<file path="config.mk">
export PLATFORM = sky130hd
export DESIGN_NAME = cdb_arbiter
export DESIGN_NICKNAME = d
export VERILOG_FILES = /design/src/rtl/cdb_pkg.sv /design/src/rtl/cdb_arbiter_wb_fifo.sv /design/src/rtl/cdb_arbiter.sv
export SDC_FILE = /design/constraint.sdc
export NUM_CORES = 1
export LEC_CHECK = 0
export BUFFER_PORTS_ARGS = -buffer_cell sky130_fd_sc_hd__buf_2
export CORE_ASPECT_RATIO = 0.7
export CORE_MARGIN = 2
export CORE_UTILIZATION = 55
export DETAILED_ROUTE_END_ITERATION = 6
export PLACE_DENSITY = 0.87
export SLEW_MARGIN = 20
export SYNTH_ARGS = -nofsm -noshare
export SYNTH_HDL_FRONTEND = slang
export SYNTH_HIERARCHICAL = 1
export SYNTH_SLANG_ARGS = --single-unit
</file>
<file path="constraint.sdc">
create_clock -name clk_i -period 7.3 [get_ports clk_i]
set_input_delay 1.095 -clock clk_i [delete_from_list [all_inputs] [get_ports clk_i]]
set_output_delay 1.095 -clock clk_i [all_outputs]
set_load 0.005 [all_outputs]
</file>
<file path="src/rtl/cdb_pkg.sv">
// Shared constants for the CDB writeback stage:
// source ids, source count and the {tag, data} entry width helper.
package cdb_pkg;

  localparam logic [1:0] SRC_ALU = 2'd0;
  localparam logic [1:0] SRC_LSU = 2'd1;
  localparam logic [1:0] SRC_MUL = 2'd2;
  localparam int NUM_SRC = 3;

  function automatic int entry_w(int tag_w, int data_w);
    return tag_w + data_w;
  endfunction

endpackage

</file>
<file path="src/rtl/cdb_arbiter_wb_fifo.sv">
// Per-source result FIFO for the CDB writeback stage.
// Ports: push_i/data_i write, pop_i drops head_o, flush_i clears;
//   empty_o/full_o decoded from the registered count only.
//   A full FIFO refuses a push even when it pops that cycle;
//   flush wins over push and pop.
module wb_fifo #(
  parameter int WIDTH = 37,
  parameter int DEPTH = 2
) (
  input  logic             clk_i,
  input  logic             reset_i,
  input  logic             flush_i,
  input  logic             push_i,
  input  logic [WIDTH-1:0] data_i,
  input  logic             pop_i,
  output logic             empty_o,
  output logic             full_o,
  output logic [WIDTH-1:0] head_o
);

  localparam int PW = $clog2(DEPTH);
  localparam int CW = $clog2(DEPTH + 1);

  logic [WIDTH-1:0] mem_q [DEPTH];
  logic [PW-1:0]    wr_q, wr_d;
  logic [PW-1:0]    rd_q, rd_d;
  logic [CW-1:0]    cnt_q, cnt_d;
  logic             do_push, do_pop;

  assign full_o  = (cnt_q == CW'(DEPTH));
  assign empty_o = (cnt_q == '0);
  assign head_o  = mem_q[rd_q];

  assign do_push = push_i & ~full_o;
  assign do_pop  = pop_i & ~empty_o;

  always_comb begin
    wr_d  = wr_q;
    rd_d  = rd_q;
    cnt_d = cnt_q;
    if (flush_i) begin
      wr_d  = '0;
      rd_d  = '0;
      cnt_d = '0;
    end else begin
      if (do_push) wr_d = wr_q + PW'(1);
      if (do_pop)  rd_d = rd_q + PW'(1);
      cnt_d = cnt_q + CW'(do_push) - CW'(do_pop);
    end
  end

  always_ff @(posedge clk_i or posedge reset_i) begin
    if (reset_i) begin
      wr_q  <= '0;
      rd_q  <= '0;
      cnt_q <= '0;
    end else begin
      wr_q  <= wr_d;
      rd_q  <= rd_d;
      cnt_q <= cnt_d;
    end
  end

  always_ff @(posedge clk_i) begin
    if (do_push && !flush_i) mem_q[wr_q] <= data_i;
  end

endmodule

</file>
<file path="src/rtl/cdb_arbiter.sv">
// Writeback stage: buffers arith/lsu/mul results per source and
// broadcasts one per cycle round-robin on a registered CDB.
// Ports: clk_i, reset_i (async, high), flush_i;
//   {alu,lsu,mul}_wb_{valid,tag,data}_i in, *_wb_ready_o out;
//   cdb_en_o/cdb_tag_o/cdb_data_o/cdb_src_o registered broadcast.
// Option: CDB_BYPASS_EN lets an empty source whose valid_i is high
//   compete directly and reach the CDB one cycle after the edge.
module cdb_arbiter
  import cdb_pkg::*;
#(
  parameter int TAG_W      = 5,
  parameter int DATA_W     = 32,
  parameter int FIFO_DEPTH = 2
) (
  input  logic              clk_i,
  input  logic              reset_i,
  input  logic              flush_i,
  input  logic              alu_wb_valid_i,
  input  logic [TAG_W-1:0]  alu_wb_tag_i,
  input  logic [DATA_W-1:0] alu_wb_data_i,
  output logic              alu_wb_ready_o,
  input  logic              lsu_wb_valid_i,
  input  logic [TAG_W-1:0]  lsu_wb_tag_i,
  input  logic [DATA_W-1:0] lsu_wb_data_i,
  output logic              lsu_wb_ready_o,
  input  logic              mul_wb_valid_i,
  input  logic [TAG_W-1:0]  mul_wb_tag_i,
  input  logic [DATA_W-1:0] mul_wb_data_i,
  output logic              mul_wb_ready_o,
  output logic              cdb_en_o,
  output logic [TAG_W-1:0]  cdb_tag_o,
  output logic [DATA_W-1:0] cdb_data_o,
  output logic [1:0]        cdb_src_o
);

  localparam int EW = entry_w(TAG_W, DATA_W);

  logic [NUM_SRC-1:0] in_vld, empty, full;
  logic [NUM_SRC-1:0] push, pop, cand, use_in, byp;
  logic [EW-1:0]      in_ent [NUM_SRC];
  logic [EW-1:0]      head   [NUM_SRC];

  logic              gnt_vld;
  logic [1:0]        gnt_src;
  logic [EW-1:0]     gnt_ent;
  int                idx;

  logic [1:0]        rr_q, rr_d;
  logic              en_q, en_d;
  logic [TAG_W-1:0]  tag_q, tag_d;
  logic [DATA_W-1:0] data_q, data_d;
  logic [1:0]        src_q, src_d;

  assign in_vld = {mul_wb_valid_i, lsu_wb_valid_i, alu_wb_valid_i};

  assign in_ent[SRC_ALU] = {alu_wb_tag_i, alu_wb_data_i};
  assign in_ent[SRC_LSU] = {lsu_wb_tag_i, lsu_wb_data_i};
  assign in_ent[SRC_MUL] = {mul_wb_tag_i, mul_wb_data_i};

  assign alu_wb_ready_o = ~full[SRC_ALU];
  assign lsu_wb_ready_o = ~full[SRC_LSU];
  assign mul_wb_ready_o = ~full[SRC_MUL];

`ifdef CDB_BYPASS_EN
  // An empty FIFO lets its live input compete for the grant.
  assign cand   = ~empty | in_vld;
  assign use_in = empty;
`else
  assign cand   = ~empty;
  assign use_in = '0;
`endif

  // Round-robin search starting at rr_q: ALU->LSU->MUL->ALU.
  always_comb begin
    gnt_vld = 1'b0;
    gnt_src = SRC_ALU;
    gnt_ent = '0;
    idx     = 0;
    for (int k = 0; k < NUM_SRC; k++) begin
      idx = int'(rr_q) + k;
      if (idx >= NUM_SRC) idx = idx - NUM_SRC;
      for (int i = 0; i < NUM_SRC; i++) begin
        if (!gnt_vld && cand[i] && idx == i) begin
          gnt_vld = 1'b1;
          gnt_src = 2'(i);
          gnt_ent = use_in[i] ? in_ent[i] : head[i];
        end
      end
    end
  end

  genvar g;
  for (g = 0; g < NUM_SRC; g++) begin : g_src
    assign byp[g]  = gnt_vld && (gnt_src == 2'(g)) && use_in[g];
    assign pop[g]  = gnt_vld && (gnt_src == 2'(g)) && !empty[g];
    // A bypassed result goes straight to the CDB, never the FIFO.
    assign push[g] = in_vld[g] && !byp[g];

    wb_fifo #(
      .WIDTH (EW),
      .DEPTH (FIFO_DEPTH)
    ) u_fifo (
      .clk_i   (clk_i),
      .reset_i (reset_i),
      .flush_i (flush_i),
      .push_i  (push[g]),
      .data_i  (in_ent[g]),
      .pop_i   (pop[g]),
      .empty_o (empty[g]),
      .full_o  (full[g]),
      .head_o  (head[g])
    );
  end

  always_comb begin
    rr_d   = rr_q;
    en_d   = 1'b0;
    tag_d  = tag_q;
    data_d = data_q;
    src_d  = src_q;
    if (flush_i) begin
      rr_d = SRC_ALU;
    end else if (gnt_vld) begin
      rr_d   = (gnt_src == SRC_MUL) ? SRC_ALU : gnt_src + 2'd1;
      en_d   = 1'b1;
      tag_d  = gnt_ent[EW-1:DATA_W];
      data_d = gnt_ent[DATA_W-1:0];
      src_d  = gnt_src;
    end
  end

  always_ff @(posedge clk_i or posedge reset_i) begin
    if (reset_i) begin
      rr_q   <= SRC_ALU;
      en_q   <= 1'b0;
      tag_q  <= '0;
      data_q <= '0;
      src_q  <= SRC_ALU;
    end else begin
      rr_q   <= rr_d;
      en_q   <= en_d;
      tag_q  <= tag_d;
      data_q <= data_d;
      src_q  <= src_d;
    end
  end

  assign cdb_en_o   = en_q;
  assign cdb_tag_o  = tag_q;
  assign cdb_data_o = data_q;
  assign cdb_src_o  = src_q;

endmodule
</file>
==> flow_summary.toml, run 1 <==
[sta]
worstMarginPinSlew_ns = 1.13
rsz0062_at_grt = "no"
tns_ns = 0
whs_ns = 0.475
finalSetupViolCount = 0
fin_ws_ns = 3.62
fin_crit_sh_pct = 50.4
clock.fmax_mhz = 272
skew_ns = 0.0117
drv_slew = 0
relSlewSlack_pct = 24.9
hold_violations = 0
fin_crit_ns = 3.68

[layout]
layout.cells.most_common = "edfxtp_1"
num-nets-final = 1015
final_cell_mix = "222 x edfxtp_1, 159 x buf_2, 63 x mux2_4"
design_area_mm2 = 0.0136
n_antenna_cell = 0
syn_to_final_growth_pct = 15.5
drive_above_1_share_pct = 38.8

[clocking]
clock_sinks = 276
cts-resized-gates = 0
clkSlewWorstSetupHoldPaths_ns = 0.07
cts_setup_buffers = 0
cts_buffers = 25
cts_tree = "yes"
clk_latency_ns = 0.53
htreeDepth = 1
clock_tree.root_cell = "clkbuf_16"
clockBufferDepth = 3
hold_buffers = 0

[place]
pre_cts_ws_ns = 3.56
gp_congestion = 0.841
numPortBuffers = 159
hpwl_mm = 16.8
placed_area_mm2 = 0.0128

[drt]
drc = 0
drt_wl_total_mm = 27.6
avgRoutedWirePerCell_um = 23.3
vias_per_cell = 6.05
drtIter0Drc = 790
route.vias.total = 7169
dr.pass1.iters = 6
ant_nets = 0

[synthesis]
syn_inst = 736
ys_types = 49
yosysSeqAreaShare_pct = 68.0
synth_seq_cells = 276
yosysWarnings = 6
netlist_area_mm2 = 0.0118
synth_edf_count = 222
syn_area_per_cell_um2 = 16.0
synthFlopType = "edfxtp_1"
ys_async_sr_fraction_pct = 19.6
syn_nets = 861

[global_routing]
grt_max_degree = 54
antenna_found_initial = 1
grt.overflow.total = 0
track_usage_pct = 24.5
grt_pass1_wl_mm = 41.3
grt_pass1_vias = 7334

[critical_path]
cp.arrival_ns = 4.07
worstPathRequired_ns = 7.69
critPathKind = "reg -> reg"
crit_chain = "nor2_1 -> mux2i_1 -> o22ai_4 -> o21a_1 -> ha_1 -> inv_1 -> ha_1 -> xor2_1 -> and2_2 -> nor3_1"
cpMostUsedCell = "ha_1"
end_kind = "flip-flop"
cp_slowest_cell = "o22ai_4"
cpPeakStageDelay_ns = 0.92
crit_fanout = 32
cp-start-kind = "flip-flop"

[power_and_ir_drop]
power.net_switching_w = 0.00164
clkPwrFrac_pct = 26.0
p_leak_nw = 5.09
pwr-share-comb_pct = 32.4
power_w = 0.00501
p_int_w = 0.00338
powerDensity_mw_per_mm2 = 368
swShare_pct = 32.6
seq_power_share_pct = 41.6
ir_drop_mv = 0.269

[floorplan]
io-pin-count = 160
core_area_mm2 = 0.0209
start_util_pct = 56.5
dieArea_mm2 = 0.0227
die_height_um = 127
die_w_um = 179
rows = 44

[min_path]
min_path_type = "in -> async"

[run]
maxCapViolations = 0

[outcome]
status = "completed"
kinds of logic (layout without fill, tap and decap cells):
logic type	count (synthesis)	after routing	synth area share [%]
AO/OA/AOI/OAI	137	137	8.04
XOR/XNOR	6	6	0.446
adder cells (fa/ha/maj)	8	8	0.849
buffers and inverters	55	228	2.74
flip-flops	276	276	68.0
multiplexers	116	116	13.1
AND/OR/NAND/NOR	138	138	6.90
synthesized netlist by cell type, drive strengths merged, types with 2 or more instances:
master / n / area share [%]
edfxtp: 222 / 57
mux2: 114 / 13
dfrtp: 54 / 11
o21ai: 46 / 2.0
nand2: 37 / 1.2
buf: 34 / 2.1
a21oi: 20 / 0.85
nor2: 20 / 0.64
nor3: 16 / 0.81
or3: 16 / 0.85
a222oi: 13 / 1.1
inv: 13 / 0.41
a221o: 12 / 1.0
and2: 11 / 0.62
nor2b: 11 / 0.77
o21a: 11 / 0.70
nor4b: 10 / 0.80
a2111oi: 8 / 0.59
clkbuf: 8 / 0.25
ha: 8 / 0.85
a221oi: 7 / 0.52
nand2b: 7 / 0.56
a211oi: 6 / 0.38
a22o: 5 / 0.37
a22oi: 3 / 0.19
nor3b: 3 / 0.19
o211ai: 3 / 0.19
xnor2: 3 / 0.22
xor2: 3 / 0.22
mux2i: 2 / 0.17
or2: 2 / 0.11
state kept, by name (all words and copies together) (netlist names):
name,count
cdb_src_o,2
g_src.u_fifo/wr_q,3
g_src.u_fifo/cnt_q,6
g_src.u_fifo/mem_q,222
cdb_data_o,32
cdb_en_o,1
rr_q,2
g_src.u_fifo/rd_q,3
cdb_tag_o,5
routing by layer:
layer	up-vias	GRT usage, %	wire (µm)
met5	-	0	13
met4	2	5.55	584
met3	47	4.95	2740
met2	418	39.2	12800
met1	3545	35.1	11400
li1	3157	-	-
critical path: cells and delay by family, from the launching register on:
kind            cells  cell delay, ns
compound gates      2            1.19
flops               1            0.44
xor+xnor            1            0.19
simple gates        3            0.98
mux                 1            0.29
buf+inv             1            0.06
fa+ha+maj           2            0.38
final cells by class:
class,count,area [µm²]
well taps,276,345
inverters,13,50.0
clock inverters,11,108
fillers,1491,7240
multi-input cells,405,3530
clock buffers,35,704
flip-flops and latches,276,8020
repair buffers,169,871
stage by stage:
stage / instances / utilization (%)
after CTS: 1185 / 65.3
after detailed placement: 1139 / 61.4
after global routing: 1185 / 65.3
after global placement: 1139 / 61.4
final: 1185 / 65.3
after floorplan: 736 / -
power by group through the flow:
stage / Sequential (W) / Clock (W) / Combinational (W)
2_1_floorplan: 0.00208 / 0 / 0.00117
3_3_place_gp: 0.00210 / 0 / 0.00153
3_5_place_dp: 0.00211 / 0 / 0.00161
5_1_grt: 0.00210 / 0.00139 / 0.00175
4_1_cts: 0.00208 / 0.00132 / 0.00161
6_report: 0.00209 / 0.00130 / 0.00163
path summary, 6_finish.rpt:
path                                            end                startpoint  cells after the start  slack, ns
min reg2reg                           cdb_data_o[5]             cdb_data_o[5]                      2       0.48
max                        g_src[1].u_fifo/cnt_q[1]  g_src[2].u_fifo/cnt_q[0]                     10       3.62
max in group asynchronous             cdb_data_o[1]                   reset_i                      2       6.05
max reg2reg                g_src[1].u_fifo/cnt_q[1]  g_src[2].u_fifo/cnt_q[0]                     10       3.62
min in group clk_i                    cdb_data_o[5]             cdb_data_o[5]                      2       0.48
min                        g_src[2].u_fifo/cnt_q[0]                   reset_i                      2       0.48
No activity file was read; power rests on OpenSTA's default activity.
==> run 2, diff against run 1 <==
Settings changed: CORE_UTILIZATION 55 to 52, PLACE_DENSITY 0.87 to 0.86.
Clock period 7.3 ns to 3.1 ns, I/O delays scaled along.
==> flow_summary.toml, run 2 (synthesis results as in run 1) <==
[floorplan]
rows = 46
start_util_pct = 52.6
io-pin-count = 160
dieArea_mm2 = 0.0239
die_height_um = 130
die_w_um = 184
core_area_mm2 = 0.0224

[global_routing]
antenna_found_initial = 6
grt_pass1_wl_mm = 42.0
track_usage_pct = 23.7
grt.overflow.total = 0
grt_pass1_vias = 7349
grt_max_degree = 38

[place]
gp_congestion = 0.874
hpwl_mm = 18.4
placed_area_mm2 = 0.0130
numPortBuffers = 159
pre_cts_ws_ns = -0.0816

[sta]
tns_ns = 0
worstMarginPinSlew_ns = 0.945
fin_crit_ns = 2.81
relSlewSlack_pct = 36.8
clock.fmax_mhz = 356
finalSetupViolCount = 0
skew_ns = 0.00804
rsz0062_at_grt = "no"
hold_violations = 0
drv_slew = 0
fin_ws_ns = 0.292
fin_crit_sh_pct = 90.6

[clocking]
clk_latency_ns = 0.53
cts_buffers = 26
htreeDepth = 1
clock_tree.root_cell = "clkbuf_16"
cts-resized-gates = 0
clock_sinks = 276
clockBufferDepth = 3
cts_tree = "yes"
clkSlewWorstSetupHoldPaths_ns = 0.06

[layout]
drive_above_1_share_pct = 39.6
fin_util_pct = 61.7
largest_reg_flops = 222
layout.cells.most_common = "edfxtp_1"
top_register = "g_src.u_fifo/mem_q"
final_cell_mix = "222 x edfxtp_1, 159 x buf_2, 63 x mux2_4"
design_area_mm2 = 0.0139
syn_to_final_growth_pct = 17.5
num-nets-final = 1041

[critical_path]
timing.rr.end = "g_src[1].u_fifo/cnt_q[1]"
ff2ff_path_depth = 10
cp-start-kind = "flip-flop"
cp.arrival_ns = 3.21
r2r_slack_ns = 0.29
crit_fanout = 12
critPathKind = "reg -> reg"
r2r-start = "g_src[2].u_fifo/cnt_q[0]"
end_kind = "flip-flop"
worstPathRequired_ns = 3.50

[power_and_ir_drop]
powerDensity_mw_per_mm2 = 864
p_int_w = 0.00804
power_w = 0.0120
ir_drop_mv = 0.532
p_leak_nw = 5.22
pwr-share-comb_pct = 33.6
seq_power_share_pct = 41.4
power.net_switching_w = 0.00394
swShare_pct = 32.9
clkPwrFrac_pct = 25.0

[drt]
vias_per_cell = 5.96
drc = 0
dr.pass1.iters = 6
avgRoutedWirePerCell_um = 23.3
drt_wl_total_mm = 28.6
ant_nets = 0
route.vias.total = 7330
drtIter0Drc = 660

[min_path]
min_path_type = "in -> reg"
hold_start = "alu_wb_data_i[2]"
hold_depth = 1
whs_endpoint = "g_src[0].u_fifo/mem_q[0][2]"

[run]
maxCapViolations = 0

[outcome]
status = "completed"
[run 2: worst max-delay path by stage]
stage                                         from                  endpoint  slack, ns  cells past startpoint
final                     g_src[2].u_fifo/cnt_q[0]  g_src[1].u_fifo/cnt_q[1]       0.29                     10
after global routing      g_src[2].u_fifo/cnt_q[0]  g_src[1].u_fifo/cnt_q[1]       0.08                     10
after CTS                 g_src[2].u_fifo/cnt_q[0]  g_src[1].u_fifo/cnt_q[1]       0.32                     10
after detailed placement                   rr_q[0]  g_src[2].u_fifo/cnt_q[1]      -0.08                     11
after global placement                     rr_q[0]  g_src[2].u_fifo/cnt_q[1]       0.06                     11
after floorplan                            rr_q[0]  g_src[1].u_fifo/cnt_q[1]       0.39                     14
[run 2: metal layers]
| metal | track usage (%) | part of all wire, % | vias up |
|---|---|---|---|
| met1 | 33.2 | 41 | 3661 |
| met5 | 0 | 0.094 | - |
| met3 | 5.25 | 10 | 61 |
| li1 | - | - | 3223 |
| met4 | 7.53 | 2.6 | 4 |
| met2 | 37.6 | 46 | 381 |
[run 2: repair_timing]
item	4_1_cts	5_1_grt
setup endpoints to repair	1	0
hold endpoints to repair	12	0
hold buffers	1	0
buffers inserted	1	0
[run 2: cell type report]
cell class | instances | area [µm²]
antenna | 6 | 15.0
multi-input combinational | 405 | 3560
timing repair buffer | 194 | 1060
inverter | 13 | 48.8
fill | 1658 | 8590
clock inverter | 9 | 75.1
sequential | 276 | 8020
tap | 288 | 360
clock buffer | 39 | 719
[run 2: power by group through the flow]
stage	clock network (W)	registers (W)	logic, W
global placement	0	0.00499	0.00381
detailed placement	0	0.00502	0.00396
finish	0.00300	0.00496	0.00402
CTS	0.00305	0.00496	0.00399
global route	0.00317	0.00500	0.00432
floorplan	0	0.00489	0.00275
[run 2: through the flow]
step / cells / hold slack [ns]
floorplan: 736 / 0.231
global placement: 1174 / 0.406
detailed placement: 1174 / 0.413
CTS: 1224 / 0.102
global route: 1226 / 0.102
finish: 1230 / 0.118
[run 2: worst max-delay path, stage by stage, from the launching register on]
cell and delay (ns):
dfrtp_1 0.45, nor2_1 0.74, mux2i_1 0.28, o22ai_4 0.24
o21a_1 0.18, ha_1 0.23, inv_1 0.06, ha_1 0.14
xor2_1 0.17, and2_2 0.16, nor3_1 0.03
